$ cat src/rtl/memstage.sv
// Memory stage plus MEM/WB register: issues loads/stores on a req/ack data bus,
// commits NZCV flags and registers the selected write-back value for WB.
module memstage #(
  parameter int WORDSIZE    = 64,
  parameter int REGADDRSIZE = 5,
  parameter int FLAGSIZE    = 4
) (
  input  logic                   clk,
  input  logic                   rst,
  input  logic                   nopin,
  input  logic                   memread,
  input  logic                   memwrite,
  input  logic                   setflags,
  input  logic                   regwrite,
  input  logic                   movsel,
  input  logic                   signext,
  input  logic [1:0]             size,
  input  logic [WORDSIZE-1:0]    aluresin,
  input  logic [WORDSIZE-1:0]    movresin,
  input  logic [WORDSIZE-1:0]    readreg2in,
  input  logic [FLAGSIZE-1:0]    flagstosetin,
  input  logic [REGADDRSIZE-1:0] rdin,
  output logic                   stall,
  output logic                   fault,
  output logic [FLAGSIZE-1:0]    flags,
  output logic                   dreq,
  output logic                   dwe,
  output logic [WORDSIZE-1:0]    daddr,
  output logic [WORDSIZE-1:0]    dwdata,
  output logic [1:0]             dsize,
  input  logic                   dack,
  input  logic [WORDSIZE-1:0]    drdata,
  output logic                   nopout,
  output logic                   regwriteout,
  output logic [WORDSIZE-1:0]    wbdata,
  output logic [REGADDRSIZE-1:0] rdout
);

  typedef enum logic {IDLE, BUSY} state_e;

  state_e                 state_q, state_d;
  logic                   dreq_q, dreq_d;
  logic                   dwe_q, dwe_d;
  logic [WORDSIZE-1:0]    daddr_q, daddr_d;
  logic [WORDSIZE-1:0]    dwdata_q, dwdata_d;
  logic [1:0]             dsize_q, dsize_d;
  logic [FLAGSIZE-1:0]    flags_q, flags_d;
  logic                   fault_q, fault_d;
  logic                   nop_q, nop_d;
  logic                   regwrite_q, regwrite_d;
  logic [WORDSIZE-1:0]    wbdata_q, wbdata_d;
  logic [REGADDRSIZE-1:0] rd_q, rd_d;

  logic                   valid, is_mem, is_store, misaligned, complete;
  logic [WORDSIZE-1:0]    load_data, wb_sel;

  always_comb begin
    valid    = ~nopin;
    is_mem   = valid & (memread | memwrite);
    is_store = memwrite & ~memread;
    case (size)
      2'b00:   misaligned = 1'b0;
      2'b01:   misaligned = aluresin[0];
      2'b10:   misaligned = |aluresin[1:0];
      default: misaligned = |aluresin[2:0];
    endcase
  end

  // Read data is right-justified; extension width follows the latched bus size.
  always_comb begin
    case (dsize_q)
      2'b00:   load_data = signext ? {{(WORDSIZE-8){drdata[7]}},   drdata[7:0]}
                                   : {{(WORDSIZE-8){1'b0}},        drdata[7:0]};
      2'b01:   load_data = signext ? {{(WORDSIZE-16){drdata[15]}}, drdata[15:0]}
                                   : {{(WORDSIZE-16){1'b0}},       drdata[15:0]};
      2'b10:   load_data = signext ? {{(WORDSIZE-32){drdata[31]}}, drdata[31:0]}
                                   : {{(WORDSIZE-32){1'b0}},       drdata[31:0]};
      default: load_data = drdata;
    endcase
  end

  // EX/MEM is frozen while stalled, so the live control bits still describe
  // the op being completed in BUSY.
  assign wb_sel   = memread ? load_data : (movsel ? movresin : aluresin);
  assign complete = (state_q == BUSY) ? dack : (valid & ~is_mem);
  assign stall    = ~rst & ((state_q == IDLE) ? (is_mem & ~misaligned) : ~dack);

  always_comb begin
    // NOTE: every next-state signal gets a default first so no path through
    // this block leaves it unassigned, which would infer a latch.
    state_d    = state_q;
    dreq_d     = dreq_q;
    dwe_d      = dwe_q;
    daddr_d    = daddr_q;
    dwdata_d   = dwdata_q;
    dsize_d    = dsize_q;
    flags_d    = flags_q;
    fault_d    = 1'b0;
    nop_d      = 1'b1;
    regwrite_d = 1'b0;
    wbdata_d   = wbdata_q;
    rd_d       = rd_q;

    case (state_q)
      IDLE: begin
        if (is_mem && misaligned) begin
          fault_d = 1'b1;
        end else if (is_mem) begin
          daddr_d  = aluresin;
          dwdata_d = readreg2in;
          dsize_d  = size;
          dwe_d    = is_store;
          dreq_d   = 1'b1;
          state_d  = BUSY;
        end
      end
      default: begin
        if (dack) begin
          dreq_d  = 1'b0;
          dwe_d   = 1'b0;
          state_d = IDLE;
        end
      end
    endcase

    if (complete) begin
      nop_d      = 1'b0;
      regwrite_d = regwrite & ~is_store;
      rd_d       = rdin;
      wbdata_d   = wb_sel;
      if (setflags) flags_d = flagstosetin;
    end
  end

  // NOTE: state uses non-blocking assignments so every register samples the
  // pre-edge values and evaluation order inside the block cannot matter.
  always_ff @(posedge clk or posedge rst) begin
    if (rst) begin
      state_q    <= IDLE;
      dreq_q     <= 1'b0;
      dwe_q      <= 1'b0;
      daddr_q    <= '0;
      dwdata_q   <= '0;
      dsize_q    <= 2'b00;
      flags_q    <= '0;
      fault_q    <= 1'b0;
      nop_q      <= 1'b1;
      regwrite_q <= 1'b0;
      wbdata_q   <= '0;
      rd_q       <= '0;
    end else begin
      state_q    <= state_d;
      dreq_q     <= dreq_d;
      dwe_q      <= dwe_d;
      daddr_q    <= daddr_d;
      dwdata_q   <= dwdata_d;
      dsize_q    <= dsize_d;
      flags_q    <= flags_d;
      fault_q    <= fault_d;
      nop_q      <= nop_d;
      regwrite_q <= regwrite_d;
      wbdata_q   <= wbdata_d;
      rd_q       <= rd_d;
    end
  end

  assign dreq        = dreq_q;
  assign dwe         = dwe_q;
  assign daddr       = daddr_q;
  assign dwdata      = dwdata_q;
  assign dsize       = dsize_q;
  assign flags       = flags_q;
  assign fault       = fault_q;
  assign nopout      = nop_q;
  assign regwriteout = regwrite_q;
  assign wbdata      = wbdata_q;
  assign rdout       = rd_q;

endmodule

$ cat config.mk
export PLATFORM = sky130hd
export DESIGN_NAME = memstage
export DESIGN_NICKNAME = d
export VERILOG_FILES = /design/src/rtl/memstage.sv
export SDC_FILE = /design/constraint.sdc
export NUM_CORES = 1
export LEC_CHECK = 0
export BUFFER_PORTS_ARGS = -buffer_cell sky130_fd_sc_hd__clkbuf_2
export CAP_MARGIN = 20
export CORE_AREA = 2 2 186 188
export CTS_BUF_LIST = sky130_fd_sc_hd__clkbuf_8
export CTS_CLUSTER_SIZE = 28
export DETAILED_ROUTE_END_ITERATION = 12
export DIE_AREA = 0 0 188 190
export SYNTH_ARGS = -nofsm -noshare
export SYNTH_HDL_FRONTEND = slang
export SYNTH_SLANG_ARGS = --single-unit
$ cat constraint.sdc
create_clock -name clk -period 6 [get_ports clk]
set_input_delay 0.6 -clock clk [delete_from_list [all_inputs] [get_ports clk]]
set_output_delay 0.6 -clock clk [all_outputs]
set_load 0.1 [all_outputs]
==> results of run 1 <==
[synthesized netlist by cell type (12+ instances only)]
cell type	instances	area [sq um]
a2111oi_0	32	280
a221oi_1	16	140
and3_1	33	206
buf_2	16	80.1
buf_6	12	135
clkbuf_1	45	169
dfrtp_1	208	5200
mux2_1	101	1140
mux2_2	58	653
mux2_4	46	691
nand2_1	14	52.6
o22ai_1	56	350
o2bb2ai_1	56	490
[metal layers]
| layer | track usage | up-vias |
|---|---|---|
| met3 | 0.0387 | 59 |
| li1 | - | 3844 |
| met5 | 0 | - |
| met1 | 0.253 | 4152 |
| met2 | 0.317 | 377 |
| met4 | 0.0666 | 0 |
[cell type report]
class / count / area [sq um] / area share
Antenna cell: 2 / 5.00 / 0.000367
Clock buffer: 52 / 716 / 0.0525
Clock inverter: 17 / 101 / 0.00743
Inverter: 3 / 15.0 / 0.00110
Multi-Input combinational cell: 463 / 4410 / 0.323
Sequential cell: 209 / 5230 / 0.384
Tap cell: 455 / 569 / 0.0417
Timing Repair Buffer: 501 / 2590 / 0.190
[flip-flops by register name, summed over array words and instances (netlist names)]
| name | cells |
|---|---|
| dreq | 1 |
| daddr | 64 |
| nopout | 1 |
| state_q | 1 |
| regwriteout | 1 |
| dwe | 1 |
| rdout | 5 |
| flags | 4 |
| dwdata | 64 |
| wbdata | 64 |
| fault | 1 |
| dsize | 2 |
[worst reg2reg max path: stages, from the launching register on]
cell	delay, ns
dfrtp_1	0.44
and2_2	0.18
buf_4	0.57
or2_1	0.64
inv_2	0.42
buf_12	0.28
o2bb2ai_1	0.20
[stage by stage]
| stage | std cells | utilization | hold slack [ns] | setup slack, ns |
|---|---|---|---|---|
| floorplan | 755 | - | 0.540 | 2.43 |
| global placement | 1628 | 0.376 | 0.465 | 2.77 |
| detailed placement | 1630 | 0.377 | 0.465 | 2.77 |
| CTS | 1699 | 0.401 | 0.0485 | 2.78 |
| global route | 1700 | 0.402 | 0.0757 | 2.68 |
| finish | 1702 | 0.402 | 0.0861 | 2.79 |
[worst paths after layout]
path,start,endpoint,depth (start not counted)
worst max-delay path,memread,stall,5
min in group clk,rdin[3],rdout[3],2
max in group asynchronous,rst,daddr[30],4
worst min register to register,dreq,dreq,2
worst max register to register,state_q,wbdata[45],6
worst min-delay path,rst,dsize[0],2
[kinds of logic (layout without fill, tap and decap cells)]
kind of cell | after synthesis | count (layout)
buffers and inverters | 83 | 573
other | 0 | 2
AND/OR/NAND/NOR | 66 | 66
AO/OA/AOI/OAI | 183 | 183
flip-flops | 209 | 209
multiplexers | 214 | 214
[power groups by stage]
stage	Combinational (uW)	Sequential, uW	Clock [uW]
floorplan	684	5100	0
global placement	4500	2080	0
detailed placement	4530	2090	0
CTS	4530	2080	1500
global route	4640	2130	1550
finish	4510	2080	1440
[placed cells by master, fill, tap and decap left out, types with 8 or more instances in the layout]
master	count
a221oi_1	16
and3_1	33
a2111oi_0	32
clkbuf_2	483
o22ai_1	56
mux2_2	58
o2bb2ai_1	56
mux2_1	101
mux2i_1	9
nor3_1	9
dfrtp_1	206
clkbuf_8	52
inv_1	11
nand2_1	14
o21a_1	9
buf_4	14
o21ai_0	8
mux2_4	46
==> results by group, run 1 <==
Outcome
  – Outcome: finished, final reports clean

Clock tree
  – Setup Buffers After CTS: 0
  – CTS tree: built
  – Clk sink count: ~210
  – Cts bufs inserted: 40
  – CTS Hold Bufs: 0
  – Clk slew on worst S/H paths: approximately 0.060 ns
  – H-tree Lvls: 2
  – Clock Path Buffers: 3
  – Clk_lat worst skew: roughly 0.54 ns
  – Post-CTS resize count: 0
  – CTS Root Cell: clkbuf_8

Synthesis
  – Compound-gate portion of the synthesized area: 0.141
  – Post-synthesis instance total: 755
  – Yosys warning count: 0
  – Simple-gate share of the synthesized area: 0.0377
  – Distinct cells, synth: 35
  – Syn avg cell area: 13.3 sq um
  – Synth Area in XOR/XNOR: 0
  – Mapped Nets: 1032
  – Seq/Total Area, Yosys: 0.522
  – Post-Syn Area: around 0.010 sq mm
  – Combinational family with the most area after synthesis: multiplexers
  – Mux share of post-synthesis cell area: 0.256
  – EDFF count, synth: 0
  – Post-synthesis adder-cell area fraction: 0
  – Async SR Flop Fraction: 1.00
  – Register bit total from synthesis: approximately 210
  – Synth Flop Type: dfrtp_1

Drt
  – Total Wirelength: 35700 um
  – Wl on met1: between 15000 and 20000 um
  – Vias: roughly 8400
  – DRT Pass-1 Iters: 5
  – WL per Instance: ~21 um
  – DRC: 0
  – Met2 Wirelength: 17100 um
  – Highest routed layer: met4
  – DR WL met3: around 2300 um
  – Initial DRC Count: 485
  – DRT antenna net count: 0
  – Vias per cell: a little under 5

Timing
  – Crit share post-route: 0.536
  – Achievable Freq: 311 MHz
  – Least-Margin Pin Slew: approximately 1.0 ns
  – Slew headroom: 0.308
  – Fin Setup TNS: 0 ns
  – Fin. Hold Viols: 0
  – Endpoints failing setup: 0
  – RSZ-0062 raised after global routing: no
  – Final slew viol count: 0
  – Minimum clock period after layout: around 3.2 ns
  – Clock skew: about 0.011 ns

Setup path
  – Crit path max-delay family: buffers and inverters
  – Worst path required time: between 5 and 6 ns
  – Setup CP Type: in2out
  – Critical-path maximum fanout: 75
  – Worst EP arrival: 2.61 ns
  – Crit path cell chain: buf_4, nor2_1, a2111o_2, a21oi_1, clkbuf_2
  – Slowest CP cell: buf_4
  – Setup crit start kind: input pin
  – R2r setup slk: ~3.1 ns
  – Worst Path Buf+Inv: 2
  – Kind of end point of the critical path: output port
  – CP max stage delay: around 0.67 ns

Floorplan
  – Die W: between 150 and 200 um
  – Initial Utilization: 0.295
  – # IOs: between 400 and 500
  – Die area: 0.0357 sq mm
  – Core area: between 0.03 and 0.04 sq mm
  – Core Rows: about 70
  – Die Ht: between 150 and 200 um

GRT
  – First-pass GRT wire length: 53400 um
  – Largest net degree at the start of global routing: between 90 and 100
  – Vias in the first global route: about 9000
  – Grt ovf: 0
  – GRT Total Usage: 0.193
  – Initial antenna violation count: 0

Final layout
  – Fraction of layout cells with a size suffix above 1: 0.542
  – Nets: approximately 1500
  – Synth-to-layout area growth: 36.0%
  – Fill count: 3346
  – Final instance area: ~0.014 sq mm

Power
  – Total power draw: approximately 8000 uW
  – Switching share of power: 0.577
  – IR Drop Worst-Case VDD: 0.000463 V
  – Combinational share of power: 0.562
  – Power share of the clock group: 0.179
  – Leak: about 0.0068 uW
  – Int Pwr: 3390 uW
  – Net Switching: between 4000 and 5000 uW
  – Seq pwr share: 0.259
  – Pwr dens: ~600 mW/mm^2

Worst hold path
  – Hold/Removal Path Class: in2async

Placed design
  – Post-DP HPWL: around 25000 um
  – Gpl congestion: about 0.78
  – Post-DP Area: roughly 0.013 sq mm
  – Number of buffers added on ports: just under 500

Run
  – MaxCap Viol Count: 0
(Power assumes the default switching activity.)
==> inputs of run 2 (changes only) <==
==> constraint.sdc (replaced) <==
create_clock -name clk -period 2.6 [get_ports clk]
set_input_delay 0.26 -clock clk [delete_from_list [all_inputs] [get_ports clk]]
set_output_delay 0.26 -clock clk [all_outputs]
set_load 0.1 [all_outputs]
==> run 2 against run 1 <==
Against the previous run:
- critical path depth shrank 1
- register-to-register slack lost 2.8 ns
- non-clock buffer count grew 171
- critical endpoint unchanged
- largest power group unchanged
==> results by group, run 2 (synthesized netlist as in run 1, its figures left out) <==
Placed design
  – Post-DP Area: 0.0129 sq mm (was 0.0128 sq mm)
  – Number of buffers added on ports: 485 (unchanged)
  – Post-DP HPWL: 26200 um (was 25200 um)
  – Gpl congestion: 0.801 (was 0.776)
  – Placed cells: 1638 (was 1630)
  – Pre-CTS setup slack: 0.430 ns (was 2.77 ns)

Timing
  – Achievable Freq: between 400 and 500 MHz
  – Clock skew: 0.0189 ns (was 0.0112 ns)
  – Least-Margin Pin Slew: 0.752 ns (was 1.04 ns)
  – Fin. Hold Viols: 0 (unchanged)
  – Endpoints failing setup: 0 (unchanged)
  – RSZ-0062 raised after global routing: no (unchanged)
  – Hold Worst Slack: 0.0655 ns (was 0.0861 ns)
  – Slew headroom: 0.499 (was 0.308)
  – Final slew viol count: 0 (unchanged)
  – Setup ws final: 0.110 ns (was 2.79 ns)
  – Crit share post-route: 0.958
  – Minimum clock period after layout: ~2.5 ns

Clock tree
  – Clock Path Buffers: 3 (unchanged)
  – Cts bufs inserted: 42 (was 40)
  – Clk sink count: 209 (unchanged)
  – Clk slew on worst S/H paths: 0.06 ns (about the same)
  – H-tree Lvls: 2 (unchanged)
  – CTS tree: built (unchanged)
  – Clk_lat worst skew: 0.56 ns (was 0.54 ns)
  – CTS Root Cell: clkbuf_8 (unchanged)

Drt
  – Initial DRC Count: 397 (was 485)
  – DR WL met3: 1890 um (was 2310 um)
  – Vias per cell: 4.87 (was 4.95)
  – WL per Instance: 20.6 um (was 21.0 um)
  – Highest routed layer: met5 (was met4)
  – Vias: 9133 (was 8432)
  – Total Wirelength: 38600 um (was 35700 um)
  – DRC: 0 (unchanged)
  – DRT Pass-1 Iters: 4 (was 5)
  – DRT antenna net count: 0 (unchanged)
  – Wl on met1: 16700 um (was 15400 um)
  – Met2 Wirelength: 18800 um (was 17100 um)

Power
  – Leak: 0.00753 uW (was 0.00676 uW)
  – Total power draw: 18900 uW (was 8030 uW)
  – IR Drop Worst-Case VDD: 0.000726 V (was 0.000463 V)
  – Pwr dens: 1220 mW/mm^2 (was 588 mW/mm^2)

Setup path
  – Kind of end point of the critical path: output port (unchanged)
  – Critical R2R Launch: state_q (unchanged)
  – Reg2reg end: daddr[32] (was wbdata[45])
  – R2r setup slk: 0.36 ns (was 3.14 ns)
  – Worst path required time: 2.34 ns (was 5.40 ns)
  – Setup CP Type: reg2out (was in2out)
  – Worst EP arrival: 2.23 ns (was 2.61 ns)
  – Critical path launch point: state_q (was memread)
  – Critical-path maximum fanout: 5 (was 75)
  – Setup crit end: stall (unchanged)
  – Setup crit start kind: flip-flop (was input pin)
  – Worst reg2reg path depth: 5 (was 6)

Final layout
  – Most frequent cells in the layout: clkbuf_2, dfrtp_1, dlygate4sd3_1 (was clkbuf_2, dfrtp_1, mux2_1)
  – Cell Count, Final, Fillers Out: 1875 (was 1702)
  – Synth-to-layout area growth: 53.7% (was 36.0%)
  – Final instance area: 0.0154 sq mm (was 0.0136 sq mm)
  – Fill count: 3076 (was 3346)
  – Multi-input gate area: 0.00441 sq mm (about the same)
  – N_diodes: 0 (was 2)
  – Register Area: 0.00523 sq mm (unchanged)
  – Fraction of layout cells with a size suffix above 1: 0.485 (was 0.542)
  – Commonest non-fill, non-tap cell in the layout: clkbuf_2 (unchanged)
  – Nets: 1668 (was 1495)

Floorplan
  – Core area: 0.0339 sq mm (unchanged)
  – Die Ht: 190 um (unchanged)
  – Die area: 0.0357 sq mm (unchanged)
  – Core Rows: 68 (unchanged)
  – Initial Utilization: 0.295 (unchanged)
  – Die W: 188 um (unchanged)
  – # IOs: 486 (unchanged)

Worst hold path
  – Hold/Removal Path Class: in2reg (was in2async)
  – Worst hold path cell count: 4
  – Hold_sp: drdata[1]

GRT
  – Largest net degree at the start of global routing: 121 (was 98)
  – GRT Total Usage: 0.212 (was 0.193)
  – First-pass GRT wire length: 58300 um (was 53400 um)
  – Initial antenna violation count: 1 (was 0)
  – Grt ovf: 0 (unchanged)
  – Vias in the first global route: 9731 (was 8810)

Outcome
  – Outcome: finished, final reports clean (unchanged)

Run
  – MaxCap Viol Count: 0 (unchanged)
run 2: changes by cell type in the layout (fill, tap and decap cells not counted), moves of 3 or more:
cell | previous run | this run
dlygate4sd3_1 | 0 | 161
buf_12 | 2 | 7
buf_4 | 14 | 21
clkinv_2 | 3 | 6
run 2: how the worst min path moves through the flow:
stage,slack (ns),end
3_5_place_dp,0.47,dwdata[0]
5_1_grt,0.04,fault
2_1_floorplan,0.39,flags[0]
3_3_place_gp,0.47,daddr[9]
6_report,0.07,wbdata[1]
4_1_cts,0.001,wbdata[1]
run 2: report_power, final:
| group | switching [uW] | internal [uW] |
|---|---|---|
| sequential | 588 | 4220 |
| clock | 1480 | 1920 |
| combinational | 8740 | 1920 |
run 2: critical path, stage by stage, from the launching register on:
cell      delay, ns
dfrtp_1        0.44
or2_4          0.30
a2111o_2       0.53
a21oi_2        0.20
buf_12         0.19
run 2: area by class of cell:
type | count | area share
Timing Repair Buffer | 672 | 0.281
Clock buffer | 53 | 0.0473
Multi-Input combinational cell | 463 | 0.287
Sequential cell | 209 | 0.340
Clock inverter | 20 | 0.00707
Tap cell | 455 | 0.0369
Inverter | 3 | 0.000974
run 2: through the flow:
| step | utilization | setup TNS (ns) |
|---|---|---|
| after global routing | 0.454 | 0 |
| final | 0.454 | 0 |
| after detailed placement | 0.381 | 0 |
| after global placement | 0.381 | 0 |
| after floorplan | - | -77.67 |
| after CTS | 0.453 | 0 |
run 2: layer usage:
layer / vias to the layer above / GRT usage
li1: 4195 / -
met1: 4514 / 0.274
met2: 343 / 0.347
met3: 79 / 0.0406
met4: 2 / 0.0896
met5: - / 0
run 2: timing repair:
item / in CTS / in global routing
hold endpoints to repair: 258 / 0
gates resized for setup: 0 / 1
hold buffers: 161 / 0
setup buffers: 0 / 2
endpoints found under the setup margin: 0 / 1
